--- src/rtl/nmos_halfbridge_driver_pkg.sv ---
// Shared types and helpers for the NMOS half-bridge gate driver.
// Channel state encoding and dead-time load value.
package nmos_drv_pkg;

   typedef enum logic [2:0] {
      OFF,
      DEAD,
      LO_ON,
      HI_ON,
      FAULT
   } hb_state_t;

   localparam int unsigned DEAD_MIN = 1;

   // A zero dead time still gives one non-overlap cycle
   function automatic int unsigned dead_cnt(input int unsigned dt);
      return (dt < DEAD_MIN) ? DEAD_MIN : dt;
   endfunction

endpackage

--- src/rtl/nmos_halfbridge_driver_if.sv ---
// Control/status bundle of the half-bridge gate driver.
// master drives commands, slave (the driver) returns gate drives.
interface nmos_halfbridge_driver_if #(
   parameter int CHANNELS = 4,
   parameter int DEAD_W   = 8
);
   logic                enable;
   logic [DEAD_W-1:0]   dead_time;
   logic [CHANNELS-1:0] cmd;
   logic                fault;
   logic [CHANNELS-1:0] gate_hi;
   logic [CHANNELS-1:0] gate_lo;
   logic [CHANNELS-1:0] busy;
   logic                fault_latched;

   modport master (
      output enable, dead_time, cmd, fault,
      input  gate_hi, gate_lo, busy, fault_latched
   );

   modport slave (
      input  enable, dead_time, cmd, fault,
      output gate_hi, gate_lo, busy, fault_latched
   );
endinterface

--- src/rtl/nmos_halfbridge_driver_hb_channel.sv ---
// One half-bridge channel: state machine, dead counter, gate flops.
// Gates only rise after a full dead interval with both gates low.
module hb_channel
   import nmos_drv_pkg::*;
#(
   parameter int DEAD_W = 8
) (
   input  logic              clk,
   input  logic              rst_n,
   input  logic              enable,
   input  logic              kill,
   input  logic              cmd,
   input  logic [DEAD_W-1:0] dead_time,
   output logic              gate_hi,
   output logic              gate_lo,
   output logic              busy
);

   hb_state_t         state;
   logic [DEAD_W-1:0] cnt;
   logic [DEAD_W-1:0] load;

   assign load = DEAD_W'(dead_cnt(32'(dead_time)));

   // Channel FSM with registered gate and busy outputs
   always_ff @(posedge clk or negedge rst_n) begin
      if (!rst_n) begin
         state   <= OFF;
         cnt     <= '0;
         gate_hi <= 1'b0;
         gate_lo <= 1'b0;
         busy    <= 1'b0;
      end else if (kill) begin
         state   <= FAULT;
         cnt     <= '0;
         gate_hi <= 1'b0;
         gate_lo <= 1'b0;
         busy    <= 1'b0;
      end else if (!enable) begin
         state   <= OFF;
         cnt     <= '0;
         gate_hi <= 1'b0;
         gate_lo <= 1'b0;
         busy    <= 1'b0;
      end else begin
         case (state)
            DEAD: begin
               if (cnt > DEAD_W'(1)) begin
                  cnt <= cnt - DEAD_W'(1);
               end else begin
                  cnt     <= '0;
                  busy    <= 1'b0;
                  state   <= cmd ? HI_ON : LO_ON;
                  gate_hi <= cmd;
                  gate_lo <= !cmd;
               end
            end
            LO_ON: begin
               if (cmd) begin
                  state   <= DEAD;
                  cnt     <= load;
                  gate_lo <= 1'b0;
                  busy    <= 1'b1;
               end
            end
            HI_ON: begin
               if (!cmd) begin
                  state   <= DEAD;
                  cnt     <= load;
                  gate_hi <= 1'b0;
                  busy    <= 1'b1;
               end
            end
            default: begin
               state   <= DEAD;
               cnt     <= load;
               gate_hi <= 1'b0;
               gate_lo <= 1'b0;
               busy    <= 1'b1;
            end
         endcase
      end
   end

endmodule

--- src/rtl/nmos_halfbridge_driver.sv ---
// Multi-channel NMOS half-bridge gate driver with dead time.
// Holds the sticky fault flag and fans shared controls out to channels.
module nmos_halfbridge_driver
   import nmos_drv_pkg::*;
#(
   parameter int CHANNELS = 4,
   parameter int DEAD_W   = 8
) (
   input  logic clk,
   input  logic rst_n,
   nmos_halfbridge_driver_if.slave bus
);

   logic                fl;
   logic                kill;
   logic [CHANNELS-1:0] hi;
   logic [CHANNELS-1:0] lo;
   logic [CHANNELS-1:0] bsy;

   // A latched fault keeps channels down until enable is dropped
   assign kill = bus.fault | (fl & bus.enable);

   // Sticky fault: set by fault, cleared on an edge with enable low
   always_ff @(posedge clk or negedge rst_n) begin
      if (!rst_n) fl <= 1'b0;
      else        fl <= kill;
   end

   for (genvar i = 0; i < CHANNELS; i++) begin : g_ch
      hb_channel #(
         .DEAD_W (DEAD_W)
      ) u_ch (
         .clk       (clk),
         .rst_n     (rst_n),
         .enable    (bus.enable),
         .kill      (kill),
         .cmd       (bus.cmd[i]),
         .dead_time (bus.dead_time),
         .gate_hi   (hi[i]),
         .gate_lo   (lo[i]),
         .busy      (bsy[i])
      );
   end

   assign bus.gate_hi       = hi;
   assign bus.gate_lo       = lo;
   assign bus.busy          = bsy;
   assign bus.fault_latched = fl;

endmodule

--- src/flat_wrapper.sv ---
// flat-port wrapper written by rule: the top's interface ports become plain ports
module nmos_halfbridge_driver_flat import nmos_drv_pkg::*;
#(
   parameter int CHANNELS = 4,
   parameter int DEAD_W   = 8
)
  (clk, rst_n, bus_enable, bus_dead_time, bus_cmd, bus_fault, bus_gate_hi, bus_gate_lo, bus_busy, bus_fault_latched);
  nmos_halfbridge_driver_if #(.CHANNELS(CHANNELS), .DEAD_W(DEAD_W)) bus_i ();
  input  logic clk;
  input  logic rst_n;
  input wire logic [$bits(bus_i.enable)-1:0] bus_enable;
  input wire logic [$bits(bus_i.dead_time)-1:0] bus_dead_time;
  input wire logic [$bits(bus_i.cmd)-1:0] bus_cmd;
  input wire logic [$bits(bus_i.fault)-1:0] bus_fault;
  output wire logic [$bits(bus_i.gate_hi)-1:0] bus_gate_hi;
  output wire logic [$bits(bus_i.gate_lo)-1:0] bus_gate_lo;
  output wire logic [$bits(bus_i.busy)-1:0] bus_busy;
  output wire logic [$bits(bus_i.fault_latched)-1:0] bus_fault_latched;
  assign bus_i.enable = bus_enable;
  assign bus_i.dead_time = bus_dead_time;
  assign bus_i.cmd = bus_cmd;
  assign bus_i.fault = bus_fault;
  assign bus_gate_hi = bus_i.gate_hi;
  assign bus_gate_lo = bus_i.gate_lo;
  assign bus_busy = bus_i.busy;
  assign bus_fault_latched = bus_i.fault_latched;
  nmos_halfbridge_driver #(.CHANNELS(CHANNELS), .DEAD_W(DEAD_W)) u_core (.clk(clk), .rst_n(rst_n), .bus(bus_i));
endmodule
--- config.mk ---
export PLATFORM = sky130hd
export DESIGN_NAME = nmos_halfbridge_driver_flat
export DESIGN_NICKNAME = d
export VERILOG_FILES = /design/src/rtl/nmos_halfbridge_driver_pkg.sv /design/src/rtl/nmos_halfbridge_driver_if.sv /design/src/rtl/nmos_halfbridge_driver_hb_channel.sv /design/src/rtl/nmos_halfbridge_driver.sv /design/src/flat_wrapper.sv
export SDC_FILE = /design/constraint.sdc
export NUM_CORES = 1
export LEC_CHECK = 0
export ABC_AREA = 1
export CAP_MARGIN = 20
export CORE_UTILIZATION = 64
export DETAILED_ROUTE_END_ITERATION = 8
export HOLD_SLACK_MARGIN = 0.02
export PLACE_DENSITY_LB_ADDON = 0.15
export SYNTH_ARGS = -nofsm -noshare
export SYNTH_HDL_FRONTEND = slang
export SYNTH_SLANG_ARGS = --single-unit
--- constraint.sdc ---
create_clock -name clk -period 2.51 [get_ports clk]
set_input_delay 0.502 -clock clk [delete_from_list [all_inputs] [get_ports clk]]
set_output_delay 0.502 -clock clk [all_outputs]
set_load 0.05 [all_outputs]
# Word level (Yosys, flattened, before mapping)
# Cells that the tools add are included.
[classes]
bitwise = 2
reduce_logical = 20
addsub = 4
n_eq_ne = 32
mux = 117
n_lt_le_gt_ge = 5
[op_table]
columns = ["operator", "count"]
rows = [
  ["two-way mux 8 bit", 21],
  ["one-hot mux 8 bit (3 select lines)", 4],
  ["two-way mux 3 bit", 20],
  ["two-way mux 1 bit", 56],
  ["!= test 4 x 3 -> 1 bit (second input constant)", 12],
  ["one-hot mux 1 bit (3 select lines)", 12],
  ["one-hot mux 3 bit (3 select lines)", 4],
  ["AND reduction 3 bit", 12],
  ["greater-than comparator 8 x 1 -> 1 bit (second input constant)", 4],
  ["subtractor 8 x 1 -> 8 bit (second input constant)", 4],
  ["equality test 3 x 2 -> 1 bit (second input constant)", 8],
  ["!= test 3 x 2 -> 1 bit (second input constant)", 8],
  ["equality test 3 x 1 -> 1 bit (second input constant)", 4],
  ["less-than comparator 8 x 1 -> 1 bit (second input constant)", 1],
  ["AND reduction 2 bit", 4],
  ["logical NOT 1 bit", 4],
  ["AND 1 bit", 1],
  ["OR 1 bit", 1],
]
[totals]
ff_bits = 57
word_cells = 201
output_inout_bits = 13

# Longest topological paths before layout
# Gate-level depths: netlist of run 1.
[logic_depth]
word_depth = 6
mapped_depth = 11

# Cells and area by module
# Synthesis of run 1 repeated with hierarchy kept, for this count alone.
[unflattened]
hier_cells = 582
hier_area_um2 = 4129.0
[by_module_without_submodules]
columns = ["module", "n_inst", "area_per_inst_um2", "cells_per_inst"]
rows = [
  ["hb_channel at u_core.g_ch[0].u_ch ...", 3, 1019.7, 145],
  ["hb_channel at u_core.g_ch[2].u_ch", 1, 1033.5, 143],
  ["nmos_halfbridge_driver", 1, 36.3, 4],
]

# Worst setup path before layout of run 1
# OpenSTA, ideal clock, no wires.
[synth_timing]
path_type = "register -> register"
startpoint = "register u_core.fl (netlist: u_core.bus.fault_latched)"
endpoint = "register u_core.g_ch[2].u_ch.gate_hi"
path_stages_with_launch = 9
path_buffers = 1
t_arrival_ps = 1444
slack_ps = 946
required_time_ps = 2390
setup_ps = 120
cell_sequence = "dfrtp_1 > inv_2 > nand3_4 > buf_8 > nor2_2 > nand2_1 > nand2_1 > o21ai_1 > nand2_1"
[synth_via]
elab_chain_cells = 4
elab_cells_between_ends = 7
[synth_rtl]
columns = ["item", "line_no", "text"]
rows = [
  ["from (decl)", "nmos_halfbridge_driver.sv:14", "logic fl;"],
  ["from (signal assigned)", "nmos_halfbridge_driver.sv:26", "else fl <= kill;"],
  ["AND 1 bit *", "nmos_halfbridge_driver.sv:21", "assign kill = bus.fault | (fl & bus.enable);"],
  ["OR 1 bit *", "nmos_halfbridge_driver.sv:21", ""],
  ["!= test 4 x 3 -> 1 bit (no source line) / != test 3 x 2 -> 1 bit (equally long branches)", "n/a", ""],
  ["AND reduction 3 bit (no source line)", "n/a", ""],
  ["to (signal assigned)", "nmos_halfbridge_driver_hb_channel.sv:54", "gate_hi <= cmd;"],
  ["to (decl)", "nmos_halfbridge_driver_hb_channel.sv:14", "output logic gate_hi,"],
]
# Mark *: on every way between the ends. The rest lies on a longest branch, timed or not.
# A chain may end at the register's enable or synchronous reset.

# Final worst setup path of run 1
[layout_timing]
startpoint = "register u_core.fl (netlist: u_core.bus.fault_latched)"
endpoint = "output bus_fault_latched"
[layout_rtl]
columns = ["item", "line_no", "text"]
rows = [
  ["to (decl)", "flat_wrapper.sv:18", "output wire logic [$bits(bus_i.fault_latched)-1:0] bus_fault_latched;"],
]
# No word-level cell between the ends.

==> impl_results.md, run 1 <==
* Status: finished clean
* CP startpoint kind: flip-flop
* Via Count at 3783
* Layout fillers at 438
* CTS clk-pin slew, worst paths at 0.07 ns
* Fin crit share at 84.6%
* WP buf/inv at 1
* Static leakage at 0.00242 uW
* Reg2reg start: u_core.g_ch[1].u_ch.cnt[0]
* Worst path max stage delay at 0.83 ns
* Worst path required time at 2.01 ns
* Critical-path cell list: clkdlybuf4s50_1
* Cell variety after synth at 33
* Largest cells by area after synthesis: dfrtp_1, nand2_1, inv_1
* Die Ht at 79.9 um
* Placed cell area at 4200 um^2
* First-pass iteration count of the detailed router at 7
* Cell taking the most area after synthesis: dfrtp_1
* Hold Fails Final Rpt at 0
* Cell row count at 27
* Final setup fails at 0
* Synth Net Count at 605
* Grt total ovfl at 0
* Setup TNS at 0 ns
* GP Congestion at 0.889
* Sink Count at 57
* Critical path launch point: u_core.bus.fault_latched
* Worst skew pair latency at 0.35 ns
* Multi-input logic area at 2050 um^2
* FF+latch count, synth at 57
* Pin count of the biggest net entering global routing at 32
* Sequential-to-total area share from yosys stat at 36.8%
* Fin. max-slew vios at 0
* Final #Nets at 636
* Vias in the first global route at 3641
* Kind of critical path: flip-flop to output port
* CTS Root Cell: clkbuf_8
* Maximum VDD drop at 0.412 mV
* Total track usage at 33.7%
* Relative max-transition margin at 57.3%
* CP Max Fanout at 3
* CTS buffer count at 9
* Total Power at 2150 uW
* Top Family by Delay on Critical Path: buffers and inverters
* Clk_skew at 0.00626 ns
* Post-Syn Area at 3880 um^2
* Iteration-0 DRC Markers at 354
* Diodes inserted at 0
* Clock Tree Buf Depth at 2
* Post-DP HPWL at 7030 um
* Synth Warn # at 0
* Post-CTS setup buffer count at 0
* Syn-to-layout area delta at 13.2%
* Total Die Area at 6380 um^2
* Reg2Reg Capture Point: u_core.g_ch[1].u_ch.busy
* CP endpoint kind: output port
* Fmax at 471 MHz
* Crit path time final at 2.12 ns
* Via-to-Cell Ratio at 5.50
* Setup crit end: bus_fault_latched
* CTS resizes at 0
* Core area at 5680 um^2
* Max-cap violations at 0
* Cell depth of the worst setup path at 1
* Overall die width at 79.9 um
* Fin util at 77.4%
* Finished Layout Cells at 688
* Mapped Cells at 581
* DRC viols at 0
* Hold crit path type: primary input to async pin
* Worst path arrival time at 1.62 ns
* First-pass GRT wire length at 16300 um
* R2r worst-path depth at 10
* I/O pins at 29
* Hold buffer count at CTS at 0
* Reg area at 1430 um^2
* Cell with the largest stage delay on the worst path: clkdlybuf4s50_1
* Share of cells above drive strength 1 at 8.60%
* H-tree Lvls at 3
* TritonCTS clock tree: built
* Avg Inst Size Synth at 6.68 um^2
* Port bufs at 28
* Dpl cells at 673
* Post-route cell area at 4390 um^2
* Worst-Margin Slew at 0.641 ns
* Initial Utilization at 68.4%
* DRT Wirelength at 9700 um
* RSZ-0062 raised after global routing: false
* Post-synth top area share at 36.8%
* Worst R2R Setup Slack at 0.80 ns
* Antenna Violating Nets Remaining at 0
* Initial antenna violation count at 0
* DR WL/cell at 14.1 um
* Pwr Density at 491 nW/um^2
worst min-delay path by stage:
stage                                           start                           to  slack, ns  depth (start not counted)
after floorplan                                 rst_n     u_core.bus.fault_latched       0.21                          0
after global placement    u_core.g_ch[0].u_ch.gate_hi  u_core.g_ch[0].u_ch.gate_hi       0.46                          2
after detailed placement  u_core.g_ch[1].u_ch.gate_hi  u_core.g_ch[1].u_ch.gate_hi       0.47                          2
after CTS                                       rst_n   u_core.g_ch[3].u_ch.cnt[4]       0.20                          1
after global routing                            rst_n   u_core.g_ch[3].u_ch.cnt[4]       0.22                          1
final                                           rst_n   u_core.g_ch[3].u_ch.cnt[4]       0.17                          1
cell families after synthesis:
family,share of synthesized area (%)
adders and majority gates,2.58
AOI/OAI and AO/OA,6.45
xor gates and xnor gates,1.81
and+or+nand+nor,42.1
buffers and inverters,10.3
DFF,36.8
state kept, by name (all words and copies together) (netlist names):
register,flops
u_core.bus.fault_latched,1
u_core.g_ch.u_ch.gate_hi,4
u_core.g_ch.u_ch.state,12
u_core.g_ch.u_ch.busy,4
u_core.g_ch.u_ch.cnt,32
u_core.g_ch.u_ch.gate_lo,4
cell usage after synthesis (all sizes together):
library cell	count
a21oi	1
buf	16
clkbuf	2
clkinv	1
dfrtp	57
ha	8
inv	69
nand2	248
nand3	44
nand3b	3
nand4	9
nor2	64
nor3	3
nor4	2
o211ai	2
o21a	1
o21ai	40
o21bai	3
xnor2	4
xor2	4
power breakdown:
| part | internal [uW] | switching (uW) |
|---|---|---|
| Combinational | 114 | 201 |
| Clock | 504 | 368 |
| Sequential | 943 | 25.2 |
| Total | 1560 | 594 |
through the flow:
step | worst slack (ns) | hold WS [ns]
after floorplan | 0.946 | 0.206
after global placement | 0.329 | 0.459
after detailed placement | 0.319 | 0.469
after CTS | 0.386 | 0.198
after global routing | 0.351 | 0.224
final | 0.386 | 0.175
layout make-up:
cell class / instances / area share (%)
Multi-Input combinational cell: 436 / 46.8
Sequential cell: 57 / 32.5
Timing Repair Buffer: 38 / 8.26
Inverter: 70 / 5.98
Clock buffer: 12 / 3.53
Tap cell: 72 / 2.05
Clock inverter: 3 / 0.912
metal layers:
layer	GRT usage, %	wire [um]	vias to the layer above
met2	55.5	4510	144
li1	-	-	1864
met4	13.2	276	0
met5	0	0	-
met3	7.31	665	25
met1	43.1	4250	1750
cell usage in the layout, fill, tap and decap left out, types with 2 or more instances in the layout:
master / count
ha_1: 8
nand3_2: 2
inv_2: 7
nor2_1: 55
clkinv_2: 2
nand2_2: 2
nand4_1: 9
dfrtp_1: 57
o21ai_1: 14
nand3_1: 41
nand2_4: 6
o21bai_1: 3
buf_4: 9
inv_1: 62
nand3b_1: 2
xnor2_1: 4
o21ai_0: 26
nand2_1: 240
nor2_2: 5
nor3_1: 3
clkdlybuf4s50_1: 27
o211ai_1: 2
nor4_1: 2
nor2_8: 2
nor2_4: 2
xor2_1: 4
clkbuf_8: 11
Power figures use the tool's default switching activity.
==> run 2, diff against run 1 <==
- CORE_UTILIZATION: 64 -> 59
- clock period: 2.51 -> 2.2 ns (I/O delays scaled with it)
==> run 2 against run 1 <==
Net effect: sequential power up 14%; utilization down 7.2 points; combinational power up 16%; setup slack worse by 0.24 ns; wire length down 3.9%; critical endpoint unchanged; non-clock buffer count up 6; highest routed layer unchanged; cell count up 1.7%.
==> impl_results.md, run 2 (synthesis results as in run 1) <==
* CTS buffer count at 9 (unchanged)
* Syn-to-layout area delta at 14.8% (was 13.2%)
* Fin crit share at 93.5%
* Diodes inserted at 0 (unchanged)
* Reg2reg start: u_core.g_ch[1].u_ch.cnt[0] (unchanged)
* Pre-CTS WS at 0.0949 ns (was 0.319 ns)
* Critical-path cell list: clkdlybuf4s50_1 (unchanged)
* Worst path required time at 1.76 ns (was 2.01 ns)
* Sink Count at 57 (unchanged)
* Fin. max-slew vios at 0 (unchanged)
* Kind of critical path: flip-flop to output port (unchanged)
* Fmax at 486 MHz
* Setup TNS at 0 ns (unchanged)
* Crit path time final at 2.06 ns
* Pwr Density at 562 nW/um^2 (was 491 nW/um^2)
* Status: finished clean (unchanged)
* WP buf/inv at 1 (unchanged)
* Static leakage at 0.00245 uW (was 0.00242 uW)
* Clock Tree Buf Depth at 2 (unchanged)
* GP Congestion at 0.911 (was 0.889)
* Worst R2R Setup Slack at 0.51 ns (was 0.80 ns)
* Final #Nets at 642 (was 636)
* Die Ht at 83.1 um (was 79.9 um)
* Top Registers: u_core.g_ch.u_ch.cnt: 32 flops, u_core.g_ch.u_ch.state: 12 flops (unchanged)
* CTS clk-pin slew, worst paths at 0.07 ns (about the same)
* Switching pwr at 679 uW (was 594 uW)
* DR WL/cell at 13.3 um (was 14.1 um)
* Int Power at 1830 uW (was 1560 uW)
* DRC viols at 0 (unchanged)
* Cell row count at 29 (was 27)
* Vias in the first global route at 3477 (was 3641)
* Total track usage at 29.6% (was 33.7%)
* Hold_ws at 0.0836 ns (was 0.175 ns)
* Share of total power in combinational logic at 14.5% (was 14.6%)
* I/O pins at 29 (unchanged)
* Via Count at 3696 (was 3783)
* Top Family by Delay on Critical Path: buffers and inverters (unchanged)
* Via-to-Cell Ratio at 5.28 (was 5.50)
* CTS Root Cell: clkbuf_8 (unchanged)
* Max reg flops at 32 (unchanged)
* CTS resizes at 0 (unchanged)
* Hold buffer count at CTS at 0 (unchanged)
* Worst-Margin Slew at 0.582 ns (was 0.641 ns)
* Maximum VDD drop at 0.595 mV (was 0.412 mV)
* Clk_skew at 0.00559 ns (was 0.00626 ns)
* Share of cells above drive strength 1 at 9.47% (was 8.60%)
* First-pass GRT wire length at 16000 um (was 16300 um)
* Iteration-0 DRC Markers at 170 (was 354)
* Core area at 6350 um^2 (was 5680 um^2)
* Final setup fails at 0 (unchanged)
* Total Die Area at 6900 um^2 (was 6380 um^2)
* First-pass iteration count of the detailed router at 5 (was 7)
* Reg2Reg Capture Point: u_core.g_ch[1].u_ch.busy (unchanged)
* Post-DP HPWL at 6980 um (was 7030 um)
* Worst skew pair latency at 0.34 ns (was 0.35 ns)
* Antenna Violating Nets Remaining at 0 (unchanged)
* Relative max-transition margin at 61.2% (was 57.3%)
* TritonCTS clock tree: built (unchanged)
* RSZ-0062 raised after global routing: false (unchanged)
* Grt total ovfl at 0 (unchanged)
* Hold crit path type: primary input to async pin (unchanged)
* Pin count of the biggest net entering global routing at 35 (was 32)
* Sequential power share at 44.1% (was 44.9%)
* Setup ws final at 0.143 ns (was 0.386 ns)
* Hold Fails Final Rpt at 0 (unchanged)
* Clock power frac at 41.4% (was 40.5%)
* Initial antenna violation count at 0 (unchanged)
* R2r worst-path depth at 10 (unchanged)
* Initial Utilization at 61.1% (was 68.4%)
* Post-CTS setup buffer count at 0 (unchanged)
* DRT Wirelength at 9320 um (was 9700 um)
* CP endpoint kind: output port (unchanged)
* Port bufs at 28 (unchanged)
* Most common cell after layout, fill and taps aside: nand2_1 (unchanged)
* Biggest register: u_core.g_ch.u_ch.cnt (unchanged)
* Switching Share at 27.1% (was 27.6%)
* CP startpoint kind: flip-flop (unchanged)
* H-tree Lvls at 3 (unchanged)
* Cell with the largest stage delay on the worst path: clkdlybuf4s50_1 (unchanged)
* Max-cap violations at 0 (unchanged)
* Most frequent cells in the layout: nand2_1, inv_1, dfrtp_1 (unchanged)
* Worst path arrival time at 1.62 ns (about the same)
* Total Power at 2510 uW (was 2150 uW)
* Overall die width at 83.1 um (was 79.9 um)
* Worst path max stage delay at 0.83 ns (about the same)
* CP Max Fanout at 3 (unchanged)
run 2: worst max path at each step:
| stage | startpoint | endpoint | slack [ns] | depth (start not counted) |
|---|---|---|---|---|
| after floorplan | u_core.bus.fault_latched | u_core.g_ch[2].u_ch.gate_hi | 0.64 | 8 |
| after detailed placement | bus_enable | u_core.g_ch[0].u_ch.cnt[5] | 0.09 | 10 |
| after global placement | bus_enable | u_core.g_ch[1].u_ch.busy | 0.10 | 7 |
| after CTS | u_core.bus.fault_latched | bus_fault_latched | 0.14 | 1 |
| final | u_core.bus.fault_latched | bus_fault_latched | 0.14 | 1 |
| after global routing | u_core.bus.fault_latched | bus_fault_latched | 0.12 | 1 |
run 2: area by class of cell:
cell class                      count  area, um^2
Clock buffer                       14         173
Clock inverter                      2        35.0
Fill cell                         542        1890
Inverter                           70         263
Multi-Input combinational cell    436        2050
Sequential cell                    57        1430
Tap cell                           77        96.3
Timing Repair Buffer               44         408
run 2: through the flow:
step / instance area, um^2 / std cells / utilization, %
after floorplan: 3880 / 581 / -
after global placement: 4250 / 684 / 66.9
after global routing: 4460 / 700 / 70.2
final: 4460 / 700 / 70.2
after CTS: 4460 / 700 / 70.2
after detailed placement: 4250 / 684 / 66.9
run 2: power groups by stage:
stage	Sequential (uW)	Combinational [uW]	Clock [uW]
3_3_place_gp	1120	354	0
4_1_cts	1100	364	1040
6_report	1100	364	1040
3_5_place_dp	1120	362	0
5_1_grt	1110	411	1100
2_1_floorplan	1120	224	0
run 2: routing by layer:
metal	up-vias	routed length (um)	track usage, %
li1	1882	-	-
met1	1693	4250	39.3
met2	99	4340	48.3
met3	22	512	5.07
met4	0	226	11.6
met5	-	0	0
==> edit, RTL diff (settings of run 1) <==
Re-encode `hb_state_t` (5 states) as one-hot, 5 bits wide.
--- a/src/rtl/nmos_halfbridge_driver_pkg.sv
+++ b/src/rtl/nmos_halfbridge_driver_pkg.sv
@@ -2,12 +2,12 @@
 // Channel state encoding and dead-time load value.
 package nmos_drv_pkg;
 
-   typedef enum logic [2:0] {
-      OFF,
-      DEAD,
-      LO_ON,
-      HI_ON,
-      FAULT
+   typedef enum logic [4:0] {
+      OFF   = 5'b00001,
+      DEAD  = 5'b00010,
+      LO_ON = 5'b00100,
+      HI_ON = 5'b01000,
+      FAULT = 5'b10000
    } hb_state_t;
 
    localparam int unsigned DEAD_MIN = 1;
Behaviour: same outputs for any inputs over 4 cycles, from zero or initial values and one cycle with rst_n low; so few cycles prove little.
==> edit against run 1 <==
- highest routed layer unchanged
- synthesized area is 5.7% higher
- routed wire length is 4.7% higher
- clock power is 1% higher
- setup slack better by 0.029 ns
- critical path type unchanged
- design area is 5.1% higher
- first-iteration DRC count is 4.2% higher
- worst hold slack better by 0.13 ns
- total power is 2.6% higher
- sequential cell count is 4 higher
- synthesized cell count is 8.3% higher
- cell count is 8.0% higher
- non-clock buffer count is 2 higher
==> edit: results (changes against run 1) <==
- The sequential-to-total area share from yosys stat came to 37.35% (+0.59 points).
- The via count of the first global-routing pass is 3748 (+2.9%).
- The wire length of the first global-routing pass is 16.40 mm (+0.34%).
- The post-route non-filler standard cell count is 743 (+8.0%).
- The latest clock arrival within the worst-skew pair is 0.35 ns (about the same).
- The number of iterations in the first detailed-routing pass is 5 (-2).
- The normalized max-slew margin is 48.36% (-8.9 points).
- By count the netlist is led by 255 x nand2_1, 80 x inv_1, 73 x nor2_1, 57 x dfrtp_1, 54 x nand3_1.
- The data arrival time of the critical path is 1.59 ns (-0.03 ns).
- The net count after synthesis is 653 (+7.9%).
- The total wire length is 10.16 mm (+4.7%).
- The number of synthesis warnings is 0 (unchanged).
- The number of cells in the design after placement is 727 (+8.0%).
- The largest vdd supply drop is 0.0002985 V (-28%).
- The overall routing resource usage is 32.56% (-1.1 points).
- The flow ran to the end, and the final reports show no timing, DRC or antenna violations.
- The total half-perimeter wirelength after legalization and detailed placement came to 7.210 mm (+2.6%).
- The number of distinct standard cells referenced by the synthesized netlist is 32 (-3.0%).
- The placer's final routability congestion estimate was 0.9766 (+9.9%).
- The worst clock skew was 0.01109 ns (+0.004833 ns).
- The largest registers in the layout are u_core.g_ch.u_ch.cnt x32, u_core.g_ch.u_ch.state x18.
- The number of fill cells is 470 (+7.3%).
- The ratio of routed vias to standard cells is 5.532 (+0.60%).
- After synthesis, the cell types taking the most area are dfrtp_1 35%, nand2_1 23%, inv_1 7.3%, nor2_1 6.7%, nand3_1 6.6%.
- The post-synthesis average cell area is 6.519 um2 (-2.4%).
- The starting DRC count in detailed routing came to 369 (+4.2%).
- The share of cells above drive strength 1 is 7.186% (-1.4 points).
- The largest net degree at the start of global routing is 62 (+94%).
## edit: cell count changes in the layout (fill, tap and decap cells not counted), sizes merged, moves of 4 or more
cell,delta
nor2,+15
dfstp,+4
o21ai,-11
nand2,+12
inv,+13
nand4,+7
nand3,+13
## edit: final cells by class
class / instances / area (um2) / share of cell area [%]
clock inverter: 2 / 35.03 / 0.7592
tap: 75 / 93.84 / 2.034
clock buffer: 14 / 152.6 / 3.308
timing repair buffer: 40 / 365.4 / 7.918
sequential: 61 / 1531 / 33.19
multi-input combinational: 468 / 2125 / 46.04
inverter: 83 / 311.5 / 6.752
## edit: worst paths after layout
check                                                         from                                      end  slack [ns]  depth (start not counted)
min                                                          rst_n   u_core.g_ch[3].u_ch.cnt[5]$_DFFE_PN0P_        0.31                          2
max reg2reg                 u_core.g_ch[1].u_ch.cnt[1]$_DFFE_PN0P_  u_core.g_ch[1].u_ch.gate_lo$_DFFE_PN0P_        0.79                          9
max                           u_core.g_ch[1].u_ch.busy$_DFFE_PN0P_                              bus_busy[1]        0.41                          1
min in group clk           u_core.g_ch[3].u_ch.gate_lo$_DFFE_PN0P_  u_core.g_ch[3].u_ch.gate_lo$_DFFE_PN0P_        0.49                          2
min reg2reg                u_core.g_ch[3].u_ch.gate_lo$_DFFE_PN0P_  u_core.g_ch[3].u_ch.gate_lo$_DFFE_PN0P_        0.49                          2
max in group asynchronous                                    rst_n   u_core.g_ch[0].u_ch.cnt[6]$_DFFE_PN0P_        1.69                          2
## edit: cells by family after synthesis
kind of cell    share of synthesized area [%]
compound gates                          4.181
fa+ha+maj                               2.441
buf+inv                                 10.83
simple gates                            43.70
xor+xnor                                1.495
flops                                   37.35
## edit: through the flow
stage	hold slack, ns	total power (W)	util (%)	instance area (um2)	setup slack [ns]
after floorplan	0.2064	0.001228	-	4100	0.8792
after global placement	0.4620	0.001331	73.04	4427	0.4375
after detailed placement	0.4755	0.001341	73.04	4427	0.3671
after CTS	0.3507	0.002204	76.14	4614	0.4136
after global routing	0.4128	0.002292	76.14	4614	0.3753
final	0.3087	0.002210	76.14	4614	0.4147
## edit: layer usage
layer | vias up | routed length [um] | track usage, %
met5 | - | 0 | 0
met4 | 0 | 214 | 14.21
met3 | 19 | 696 | 4.667
met2 | 191 | 4891 | 54.21
met1 | 1887 | 4353 | 41.94
li1 | 2013 | - | -
## edit: power by group
group	switching [W]	total, W	internal, W
clock network	0.000394	0.000880	0.000486
registers	0.0000219	0.00103	0.00101
logic	0.000194	0.000299	0.000105
total	0.000610	0.00221	0.00160
